## config.mk

```make
export PLATFORM = sky130hd
export DESIGN_NAME = execute_stage
export DESIGN_NICKNAME = d
export VERILOG_FILES = /design/src/rtl/execute_stage.sv
export SDC_FILE = /design/constraint.sdc
export NUM_CORES = 1
export LEC_CHECK = 0
export ABC_CLOCK_PERIOD_IN_PS = 3500
export BUFFER_PORTS_ARGS = -buffer_cell sky130_fd_sc_hd__buf_2
export CORE_ASPECT_RATIO = 1.5
export CORE_MARGIN = 2
export CORE_UTILIZATION = 30
export CTS_CLUSTER_DIAMETER = 150
export DETAILED_ROUTE_END_ITERATION = 12
export PLACE_DENSITY = 0.61
export SYNTH_ARGS = -nofsm -noshare
export SYNTH_HDL_FRONTEND = slang
export SYNTH_SLANG_ARGS = --single-unit
```

## constraint.sdc

```tcl
create_clock -name clk -period 3.5 [get_ports clk]
set_input_delay 0.525 -clock clk [delete_from_list [all_inputs] [get_ports clk]]
set_output_delay 0.525 -clock clk [all_outputs]
set_load 0.1 [all_outputs]
```

## src/rtl/execute_stage.sv

```systemverilog
// Pipeline EXECUTE stage: ALU, address calc and an optional iterative 32-cycle shift-add multiplier.
// Build option: define EXECUTE_MUL_EN to include the multiplier FSM; otherwise op 101 yields 0 in one cycle.
module execute_stage #(
  parameter int ADDR_BITS = 7
) (
  input  logic        clk,
  input  logic        rst,
  input  logic        en,
  input  logic [2:0]  DX_op,
  input  logic [31:0] DX_A,
  input  logic [31:0] DX_B,
  input  logic [31:0] DX_RT,
  input  logic [4:0]  DX_RD,
  input  logic        DX_MemToReg,
  input  logic        DX_MemWrite,
  input  logic        DX_bnoWB,
  output logic [31:0] XM_ALUout,
  output logic [31:0] XM_RT,
  output logic [4:0]  XM_RD,
  output logic        XM_MemToReg,
  output logic        XM_MemWrite,
  output logic        XM_bnoWB,
  output logic        stall
);

  localparam logic [2:0] OP_ADD   = 3'b000;
  localparam logic [2:0] OP_SUB   = 3'b001;
  localparam logic [2:0] OP_AND   = 3'b010;
  localparam logic [2:0] OP_OR    = 3'b011;
  localparam logic [2:0] OP_SLT   = 3'b100;
  localparam logic [2:0] OP_MUL   = 3'b101;
  localparam logic [2:0] OP_MEM   = 3'b110;
  localparam logic [2:0] OP_PASSB = 3'b111;

  localparam logic [31:0] ADDR_MASK = (32'd1 << ADDR_BITS) - 32'd1;

  logic [31:0] alu_res;

  // Single-cycle result; MUL falls to zero here and is handled separately when built in.
  always_comb begin
    alu_res = 32'd0;
    case (DX_op)
      OP_ADD:   alu_res = DX_A + DX_B;
      OP_SUB:   alu_res = DX_A - DX_B;
      OP_AND:   alu_res = DX_A & DX_B;
      OP_OR:    alu_res = DX_A | DX_B;
      OP_SLT:   alu_res = {31'd0, ($signed(DX_A) < $signed(DX_B))};
      OP_MEM:   alu_res = (DX_A + DX_B) & ADDR_MASK;
      OP_PASSB: alu_res = DX_B;
      default:  alu_res = 32'd0;
    endcase
  end

`ifdef EXECUTE_MUL_EN

  typedef enum logic {IDLE, MUL} state_t;

  state_t      state;
  logic [31:0] mcand;
  logic [31:0] mplier;
  logic [31:0] acc;
  logic [4:0]  cnt;
  logic [4:0]  cap_rd;
  logic        cap_bnowb;
  logic [31:0] acc_next;

  assign acc_next = acc + (mplier[0] ? mcand : 32'd0);

  // Stall covers the accept cycle plus iterations 0..30; the final iteration lets decode advance.
  assign stall = !rst && ((state == IDLE) ? (DX_op == OP_MUL) : (cnt != 5'd31));

  always_ff @(posedge clk or posedge rst) begin
    if (rst) begin
      state       <= IDLE;
      mcand       <= 32'd0;
      mplier      <= 32'd0;
      acc         <= 32'd0;
      cnt         <= 5'd0;
      cap_rd      <= 5'd0;
      cap_bnowb   <= 1'b0;
      XM_ALUout   <= 32'd0;
      XM_RT       <= 32'd0;
      XM_RD       <= 5'd0;
      XM_MemToReg <= 1'b0;
      XM_MemWrite <= 1'b0;
      XM_bnoWB    <= 1'b0;
    end else if (en) begin
      case (state)
        IDLE: begin
          if (DX_op == OP_MUL) begin
            mcand       <= DX_A;
            mplier      <= DX_B;
            acc         <= 32'd0;
            cnt         <= 5'd0;
            cap_rd      <= DX_RD;
            cap_bnowb   <= DX_bnoWB;
            state       <= MUL;
            XM_ALUout   <= 32'd0;
            XM_RD       <= 5'd0;
            XM_MemToReg <= 1'b0;
            XM_MemWrite <= 1'b0;
            XM_bnoWB    <= 1'b0;
          end else begin
            XM_ALUout   <= alu_res;
            XM_RT       <= DX_RT;
            XM_RD       <= DX_RD;
            XM_MemToReg <= DX_MemToReg;
            XM_MemWrite <= DX_MemWrite;
            XM_bnoWB    <= DX_bnoWB;
          end
        end
        MUL: begin
          acc         <= acc_next;
          mcand       <= mcand << 1;
          mplier      <= mplier >> 1;
          XM_MemToReg <= 1'b0;
          XM_MemWrite <= 1'b0;
          if (cnt == 5'd31) begin
            XM_ALUout <= acc_next;
            XM_RD     <= cap_rd;
            XM_bnoWB  <= cap_bnowb;
            cnt       <= 5'd0;
            state     <= IDLE;
          end else begin
            XM_ALUout <= 32'd0;
            XM_RD     <= 5'd0;
            XM_bnoWB  <= 1'b0;
            cnt       <= cnt + 5'd1;
          end
        end
        default: state <= IDLE;
      endcase
    end
  end

`else

  assign stall = 1'b0;

  // Without the multiplier every op, including 101, is a plain one-cycle register stage.
  always_ff @(posedge clk or posedge rst) begin
    if (rst) begin
      XM_ALUout   <= 32'd0;
      XM_RT       <= 32'd0;
      XM_RD       <= 5'd0;
      XM_MemToReg <= 1'b0;
      XM_MemWrite <= 1'b0;
      XM_bnoWB    <= 1'b0;
    end else if (en) begin
      XM_ALUout   <= alu_res;
      XM_RT       <= DX_RT;
      XM_RD       <= DX_RD;
      XM_MemToReg <= DX_MemToReg;
      XM_MemWrite <= DX_MemWrite;
      XM_bnoWB    <= DX_bnoWB;
    end
  end

`endif

endmodule

```

==> results of run 1 <==
==> cells in the final DEF (no fill, tap or decap), types with 9 or more instances in the layout <==
cell type / Yosys / layout
buf_4: 1 / 62
inv_1: 93 / 92
nand3_1: 14 / 14
nor2b_1: 9 / 9
xnor2_1: 19 / 19
o22ai_1: 14 / 14
o21bai_1: 13 / 13
a31oi_1: 11 / 11
o21ai_0: 43 / 43
a211oi_1: 19 / 19
clkbuf_16: 0 / 9
mux2_2: 41 / 41
nand2_1: 48 / 48
nor2_1: 119 / 118
nor3_1: 16 / 16
ha_1: 101 / 100
dfrtp_1: 72 / 72
a21o_1: 20 / 20
o21ai_1: 18 / 18
buf_2: 1 / 181
a21oi_1: 92 / 92
==> critical path, cell delays in order <==
cell	delay (ns)
buf_2	0.09
inv_1	0.05
ha_1	0.31
or4_4	0.56
nand3b_1	0.21
nor4_2	0.26
a21oi_2	0.13
a2111oi_4	0.47
o2111ai_2	0.17
o221a_1	0.27
a221o_1	0.30
a221o_1	0.28
==> routing by layer <==
metal / GRT usage / part of all wire
met3: 0.0245 / 0.038
met5: 0 / 0
met4: 0.0943 / 0.034
met2: 0.374 / 0.53
met1: 0.210 / 0.39
==> registers in the layout (all words and copies together) (netlist names) <==
signal,count
XM_RT,32
XM_MemToReg,1
XM_bnoWB,1
XM_MemWrite,1
XM_RD,5
XM_ALUout,32
==> power breakdown <==
group	leakage [nW]	switching (mW)	internal [mW]
Clock	0.140	0.404	0.553
Combinational	3.76	1.41	0.537
Sequential	0.865	0.0482	0.929
==> cells by family after synthesis <==
family / Yosys count / synth area share
buffers and inverters: 154 / 0.0789
AND/OR/NAND/NOR: 250 / 0.149
flip-flops: 72 / 0.235
multiplexers: 50 / 0.0737
other: 1 / 0.000489
adder cells (fa/ha/maj): 103 / 0.170
XOR/XNOR: 27 / 0.0308
AO/OA/AOI/OAI: 307 / 0.262
==> worst max path at each step <==
stage                   from       endpoint  slack (ns)
finish              DX_B[15]  XM_ALUout[31]        0.11
global route        DX_B[15]  XM_ALUout[31]       -0.03
CTS                 DX_B[16]  XM_ALUout[31]        0.15
detailed placement  DX_B[16]  XM_ALUout[31]       -0.22
global placement    DX_A[16]  XM_ALUout[31]       -0.18
floorplan            DX_A[9]  XM_ALUout[31]         0.1
==> final cells by class <==
class,count,area share
Antenna cell,1,0.000262
Clock buffer,11,0.0244
Clock inverter,5,0.00590
Inverter,97,0.0383
Multi-Input combinational cell,738,0.554
Sequential cell,72,0.189
Tap cell,328,0.0430
Timing Repair Buffer,244,0.146
==> stage by stage <==
step	setup TNS, ns	cell area, sq um	power, mW
2_1_floorplan	0	7670	2.44
3_3_place_gp	-0.180	9240	2.92
3_5_place_dp	-0.220	9240	2.93
4_1_cts	0	9520	3.91
5_1_grt	-0.0280	9550	4.08
6_report	0	9550	3.88
==> flow_summary.toml, run 1 <==
[status]
status = "finished clean"

[die]
dieArea_sq_mm = 0.0269
die_h_um = 200
initial_core_util = 0.305
io_pins = 183
design.core.area_sq_mm = 0.0251
rows = 71
die_w_um = 135

[global_route]
grt_start_max_net_pins = 55
antenna_found_initial = 1
grt_pass1_wl_mm = 41.0
grt_usage = 0.195
gr-total-overflow = 0
grt_pass1_vias = 7849

[sta]
maxSlewHeadroom = 0.303
setup_viol = 0
fin_ws_ns = 0.111
min_period_ns = 3.39
layout_worst_path_cycle_share = 0.968
slew_viol_final = 0
hold_violations = 0
clock_skew_ns = 0
worstMarginPinSlew_ns = 1.04
fmax_ghz = 0.295
holdWs_ns = 0.341

[logic_synthesis]
synth_nets = 1177
async_reset_ff_frac = 1.00
synth_top_area_share = 0.235
synth_edf_count = 0
synthTopCellsByCount = "119 x nor2_1, 101 x ha_1, 93 x inv_1, 92 x a21oi_1, 72 x dfrtp_1"
ys_seq_area_frac = 0.235
syn_inst = 964
syn-mean-instance-area_sq_um = 7.96
synth_area_sq_mm = 0.00767
ys_seq_elements = 72
ys_warn_count = 0
synth_cell_types = 78
netlist_top_cells_area = "dfrtp_1 23%, ha_1 16%, mux2_2 6.0%, a21oi_1 6.0%, nor2_1 5.8%"
yosysMostFrequentCell = "nor2_1"
synthFlopType = "dfrtp_1"
synth_area_leader_cell = "dfrtp_1"

[clocking]
cts_root_buf = "clkbuf_16"
clockBufferDepth = 2
cts_tree = "built"
clk_latency_ns = 0.35
htreeDepth = 3
postCtsSetupRepairBufs = 0
ctsHoldBuffers = 0
clock_sinks = 72
cts_resized = 0
clk_pin_slew_ns = 0.06
cts-buffers-inserted = 9

[power_and_ir_drop]
powerDensity_mw_per_mm2 = 407
vdd_ir_drop_max_mv = 0.232
leakage_nw = 4.76

[worst_setup_path]
path_class = "in -> reg"
cp.required_ns = 3.74
ff2ff_setup_slack_ns = 2.08
crit_fanout = 3
startpoint_type = "input port"
arrival_ns = 3.63
cp-end-kind = "flop"
reg2regPathDepth = 7
rr_startpoint = "XM_ALUout[10]"
r2r-end = "XM_ALUout[10]"

[routing]
drtAntennaViolNets = 0
dr.pass1.iters = 7
post_drt_wl_per_cell_um = 17.8
via_per_inst = 5.19
drt_first_iter_violations = 347
vias = 7764
routed_wl_mm = 26.6
drc = 0

[layout]
layout.area.seq_sq_mm = 0.00180
fin_cells = 1496
drive_gt1_frac = 0.272
fin_util = 0.380
final_nets = 1375
multi_input_area_sq_mm = 0.00529
fillCellCount = 2650
syn_to_final_growth_pct = 24.5

[flow_run]
drv_cap = 0

[hold_path]
hp-class = "in -> async"

[place]
place_congestion = 0.918
dp_slack_ns = -0.220
place_hpwl_mm = 20.6
numPlacedInstances = 1479
port_buffers = 181
Note: power is estimated with default switching activity, not from simulation.
==> run 2: changes to the inputs <==
ABC_AREA = 1   (was not set)
PLACE_DENSITY = 0.6   (was 0.61)
TNS_END_PERCENT = 50   (was not set)
==> run 2 against run 1 <==
- critical path depth grew 2
- cell count grew 44%
- synthesized area grew 20%
- via count grew 32%
- flip-flop and latch count is the same
- clock skew is the same
- largest cell class unchanged
==> flow_summary.toml, run 2 <==
[status]
status = "finished clean"

[logic_synthesis]
synth_top_area_share = 0.259
ys_seq_elements = 72
synthTopCellsByCount = "633 x nand2_1, 300 x inv_1, 129 x nand3_1, 101 x ha_1, 83 x nor2_1"
async_reset_ff_frac = 1.00
syn_inst = 1597
syn-mean-instance-area_sq_um = 5.75
synth_area_sq_mm = 0.00918
synth_nets = 1810
synth_edf_count = 0
ys_warn_count = 0
synth_area_leader_cell = "nand2_1"
yosysMostFrequentCell = "nand2_1"
synth_cell_types = 36
ys_seq_area_frac = 0.196
synthFlopType = "dfrtp_1"
netlist_top_cells_area = "nand2_1 26%, dfrtp_1 20%, ha_1 14%, inv_1 12%, nand3_1 7.0%"

[sta]
hold_violations = 0
slew_viol_final = 0
rsz0062_at_grt = "no"
fmax_ghz = 0.413
maxSlewHeadroom = 0.379
clock_skew_ns = 0
holdWs_ns = 0.302
layout_worst_path_cycle_share = 0.692
min_period_ns = 2.42
worstMarginPinSlew_ns = 0.931
fin_tns_setup_ns = 0
fin_ws_ns = 1.08
setup_viol = 0

[clocking]
postCtsSetupRepairBufs = 0
cts_resized = 0
htreeDepth = 3
cts_tree = "built"
clockBufferDepth = 2
cts-buffers-inserted = 9
cts_root_buf = "clkbuf_16"
ctsHoldBuffers = 0
clk_pin_slew_ns = 0.06
clk_latency_ns = 0.33
clock_sinks = 72

[global_route]
grt_pass1_vias = 9907
antenna_found_initial = 0
grt_start_max_net_pins = 73
grt_pass1_wl_mm = 52.7
gr-total-overflow = 0
grt_usage = 0.213

[routing]
drc = 0
drt_first_iter_violations = 590
via_per_inst = 4.75
drtAntennaViolNets = 0
post_drt_wl_per_cell_um = 16.2
dr.pass1.iters = 7
routed_wl_mm = 35.0
vias = 10200

[worst_setup_path]
arrival_ns = 2.65
worst-path-stages = 14
reg2regPathDepth = 2
cp-end-kind = "flop"
cp_common_cell = "nand2_1"
cp_slowest_cell = "ha_1"
startpoint_type = "input port"
cp_cell_sequence = "buf_2 -> inv_1 -> ha_1 -> o21ai_0 -> a21oi_1 -> nand2_1 -> nand2_1 -> nand2_1 -> nand2_1 -> nand3_1 -> nand3_1 -> nand3_1 -> nand2_1 -> nand2_1"
crit_fanout = 9
slowest_delay_ns = 0.51
path_class = "in -> reg"
r2r-end = "XM_ALUout[9]"
cp.required_ns = 3.73
path_buf_inv = 2
rr_startpoint = "XM_ALUout[9]"
crit_family = "simple AND/OR/NAND/NOR gates"
ff2ff_setup_slack_ns = 2.77

[die]
dieArea_sq_mm = 0.0320
die_w_um = 147
design.core.area_sq_mm = 0.0302
rows = 78
io_pins = 183
die_h_um = 218
initial_core_util = 0.304

[layout]
drive_gt1_frac = 0.150
final_nets = 1964
antenna_cells = 0
top_regs = "XM_ALUout: 32 flops, XM_RT: 32 flops, XM_RD: 5 flops"
final_area_sq_mm = 0.0108
final_common_cell = "nand2_1"
syn_to_final_growth_pct = 17.5
final_cell_mix = "633 x nand2_1, 299 x inv_1, 181 x buf_2"

[flow_run]
drv_cap = 0

[place]
port_buffers = 181
place_hpwl_mm = 29.0
dp_slack_ns = 0.769
placed_area_sq_mm = 0.0104
place_congestion = 0.962

[power_and_ir_drop]
leakage_nw = 6.68
powerDensity_mw_per_mm2 = 385
vdd_ir_drop_max_mv = 0.206
p_total_mw = 4.15

[hold_path]
hp-class = "in -> async"
run 2: power breakdown:
group | internal [mW] | switching, mW
combinational | 0.438 | 1.59
clock | 0.788 | 0.365
sequential | 0.925 | 0.0489
run 2: worst reg2reg max path, stage by stage, from the launching register on:
cell and delay, ns:
dfrtp_1 0.43, nand2_1 0.12, nand2_1 0.07
run 2: how the worst max path moves through the flow:
| stage | from | endpoint | slack (ns) |
|---|---|---|---|
| finish | DX_B[6] | XM_ALUout[23] | 1.08 |
| global route | DX_B[6] | XM_ALUout[23] | 0.88 |
| floorplan | rst | XM_ALUout[0] | 1.15 |
| global placement | DX_B[16] | XM_ALUout[31] | 0.77 |
| CTS | DX_B[16] | XM_ALUout[31] | 1.13 |
| detailed placement | DX_B[16] | XM_ALUout[31] | 0.77 |
run 2: stage by stage:
step,util,instances
after floorplan,-,1597
final,0.358,2156
after CTS,0.358,2156
after detailed placement,0.345,2140
after global routing,0.358,2156
after global placement,0.345,2140
run 2: kinds of logic (layout without fill, tap and decap cells):
kind of cell    count (synthesis)  after routing  synth area share
xor+xnor                        4              4           0.00382
other cells                     1              1          0.000409
fa+ha+maj                     103            103             0.142
simple gates                  901            901             0.406
buf+inv                       366            525             0.158
compound gates                150            150            0.0931
flops                          72             72             0.196
run 2: area by class of cell:
cell class | count | area [sq um]
repair buffers | 192 | 1000
multi-input cells | 1159 | 5920
inverters | 317 | 1190
clock buffers | 11 | 243
flip-flops and latches | 72 | 1800
fillers | 3462 | 19400
well taps | 400 | 500
clock inverters | 5 | 128
run 2: per-layer routing:
layer | part of all wire | GRT usage
met1 | 0.38 | 0.221
met2 | 0.51 | 0.396
met3 | 0.035 | 0.0219
met5 | 0 | 0
met4 | 0.079 | 0.152
==> run 3: changes to the inputs <==
ABC_CLOCK_PERIOD_IN_PS = 2300   (was 3500)
clock period = 2.3 ns   (was 3.5 ns; I/O delays follow)
==> run 3 against run 2 <==
- combinational power increased by 72%
- hold slack got worse by 0.23 ns
- clock-buffer cell count unchanged
- cell count increased by 9.2%
- clock power increased by 44%
- critical path depth increased by 2
- sequential share of layout area decreased by 2.1 points
- clock skew unchanged
- sequential power increased by 53%
- routed wire length increased by 5.1%
- largest cell class unchanged
==> flow_summary.toml, run 3 (synthesis gave the netlist of run 2 again) <==
[routing]
routed_wl_mm = 36.7
vias = 10900
drc = 0
via_per_inst = 4.61
drtAntennaViolNets = 0
dr.pass1.iters = 7
post_drt_wl_per_cell_um = 15.6
drt_first_iter_violations = 592

[sta]
slew_viol_final = 0
fmax_ghz = 0.476
worstMarginPinSlew_ns = 0.548
maxSlewHeadroom = 0.634
setup_viol = 0
hold_violations = 0
fin_ws_ns = 0.200
fin_tns_setup_ns = 0
rsz0062_at_grt = "no"
holdWs_ns = 0.0732
clock_skew_ns = 0
layout_worst_path_cycle_share = 0.913
min_period_ns = 2.10

[power_and_ir_drop]
vdd_ir_drop_max_mv = 0.435
powerDensity_mw_per_mm2 = 539
leakage_nw = 7.65

[worst_setup_path]
reg2regPathDepth = 2
ff2ff_setup_slack_ns = 1.55
cp-end-kind = "flop"
path_class = "in -> reg"
arrival_ns = 2.33
cp_common_cell = "nand2_1"
r2r-end = "XM_ALUout[19]"
crit_family = "simple AND/OR/NAND/NOR gates"
path_buf_inv = 2
startpoint_type = "input port"
cp.required_ns = 2.53
cp_slowest_cell = "fa_1"
crit_fanout = 4
slowest_delay_ns = 0.43
rr_startpoint = "XM_ALUout[19]"
cp_cell_sequence = "buf_2 -> ha_1 -> fa_1 -> nand3_1 -> nand2_2 -> nand2_1 -> nand2_2 -> buf_4 -> nand2_1 -> nand2_1 -> nand2_1 -> nand3_1 -> nand3_1 -> nand3_1 -> nand2_1 -> nand2_1"

[die]
io_pins = 183
die_w_um = 147
dieArea_sq_mm = 0.0320
rows = 78
initial_core_util = 0.304
design.core.area_sq_mm = 0.0302
die_h_um = 218

[place]
port_buffers = 181
place_hpwl_mm = 31.3
placed_area_sq_mm = 0.0120
place_congestion = 1.01
dp_slack_ns = -0.146
numPlacedInstances = 2339

[global_route]
grt_start_max_net_pins = 73
gr-total-overflow = 0
grt_pass1_vias = 10800
grt_usage = 0.228
grt_pass1_wl_mm = 56.7
antenna_found_initial = 0

[clocking]
clock_sinks = 72
clockBufferDepth = 2
cts_resized = 0
htreeDepth = 3
cts_root_buf = "clkbuf_16"
postCtsSetupRepairBufs = 0
ctsHoldBuffers = 0
clk_pin_slew_ns = 0.06
cts-buffers-inserted = 9
clk_latency_ns = 0.34
cts_tree = "built"

[layout]
final_nets = 2163
syn_to_final_growth_pct = 34.3
top_regs = "XM_ALUout: 32 flops, XM_RT: 32 flops, XM_RD: 5 flops"
drive_gt1_frac = 0.239
final_area_sq_mm = 0.0123
layout.area.seq_sq_mm = 0.00180
fillCellCount = 3305
antenna_cells = 0
final_common_cell = "nand2_1"
fin_cells = 2355
final_cell_mix = "633 x nand2_1, 299 x inv_1, 205 x buf_4"
multi_input_area_sq_mm = 0.00594

[hold_path]
hp-class = "in -> async"

[flow_run]
drv_cap = 0

[status]
status = "finished clean"
-- run 3: final cells by class --
| cell class | count | share of cell area |
|---|---|---|
| Multi-Input combinational cell | 1159 | 0.481 |
| Sequential cell | 72 | 0.146 |
| Clock buffer | 11 | 0.0205 |
| Inverter | 317 | 0.0965 |
| Tap cell | 400 | 0.0406 |
| Timing Repair Buffer | 391 | 0.206 |
| Clock inverter | 5 | 0.00832 |
-- run 3: worst max path at each step --
stage / slack [ns] / from / cells past startpoint / end
final: 0.20 / DX_A[0] / 16 / XM_ALUout[30]
after global placement: -0.16 / DX_B[16] / 14 / XM_ALUout[31]
after floorplan: 0.13 / rst / 1 / XM_ALUout[0]
after global routing: 0.001 / DX_B[16] / 14 / XM_ALUout[31]
after CTS: 0.19 / DX_A[21] / 14 / XM_ALUout[31]
after detailed placement: -0.15 / DX_B[18] / 15 / XM_ALUout[26]
-- run 3: metrics by stage --
step | power, mW | utilization
6_report | 6.64 | 0.409
2_1_floorplan | 3.78 | -
4_1_cts | 6.67 | 0.408
3_5_place_dp | 5.00 | 0.397
3_3_place_gp | 4.97 | 0.397
5_1_grt | 7.01 | 0.409
-- run 3: tightest hold or removal path: cells and delay by family --
kind,cells,cell delay (ns)
buf+inv,3,0.48
-- run 3: routing by layer --
layer,track usage,share of wire,routed length (um),vias up
met3,0.0205,0.028,1020,97
met2,0.440,0.53,19400,267
li1,-,-,-,5574
met1,0.229,0.37,13600,4922
met5,0,0,0,-
met4,0.154,0.075,2760,0
-- run 3: power breakdown --
part	leakage, nW	total (mW)	internal, mW	switching (mW)
combinational	6.58	3.49	0.994	2.50
sequential	0.899	1.49	1.41	0.0794
clock	0.172	1.66	1.12	0.543
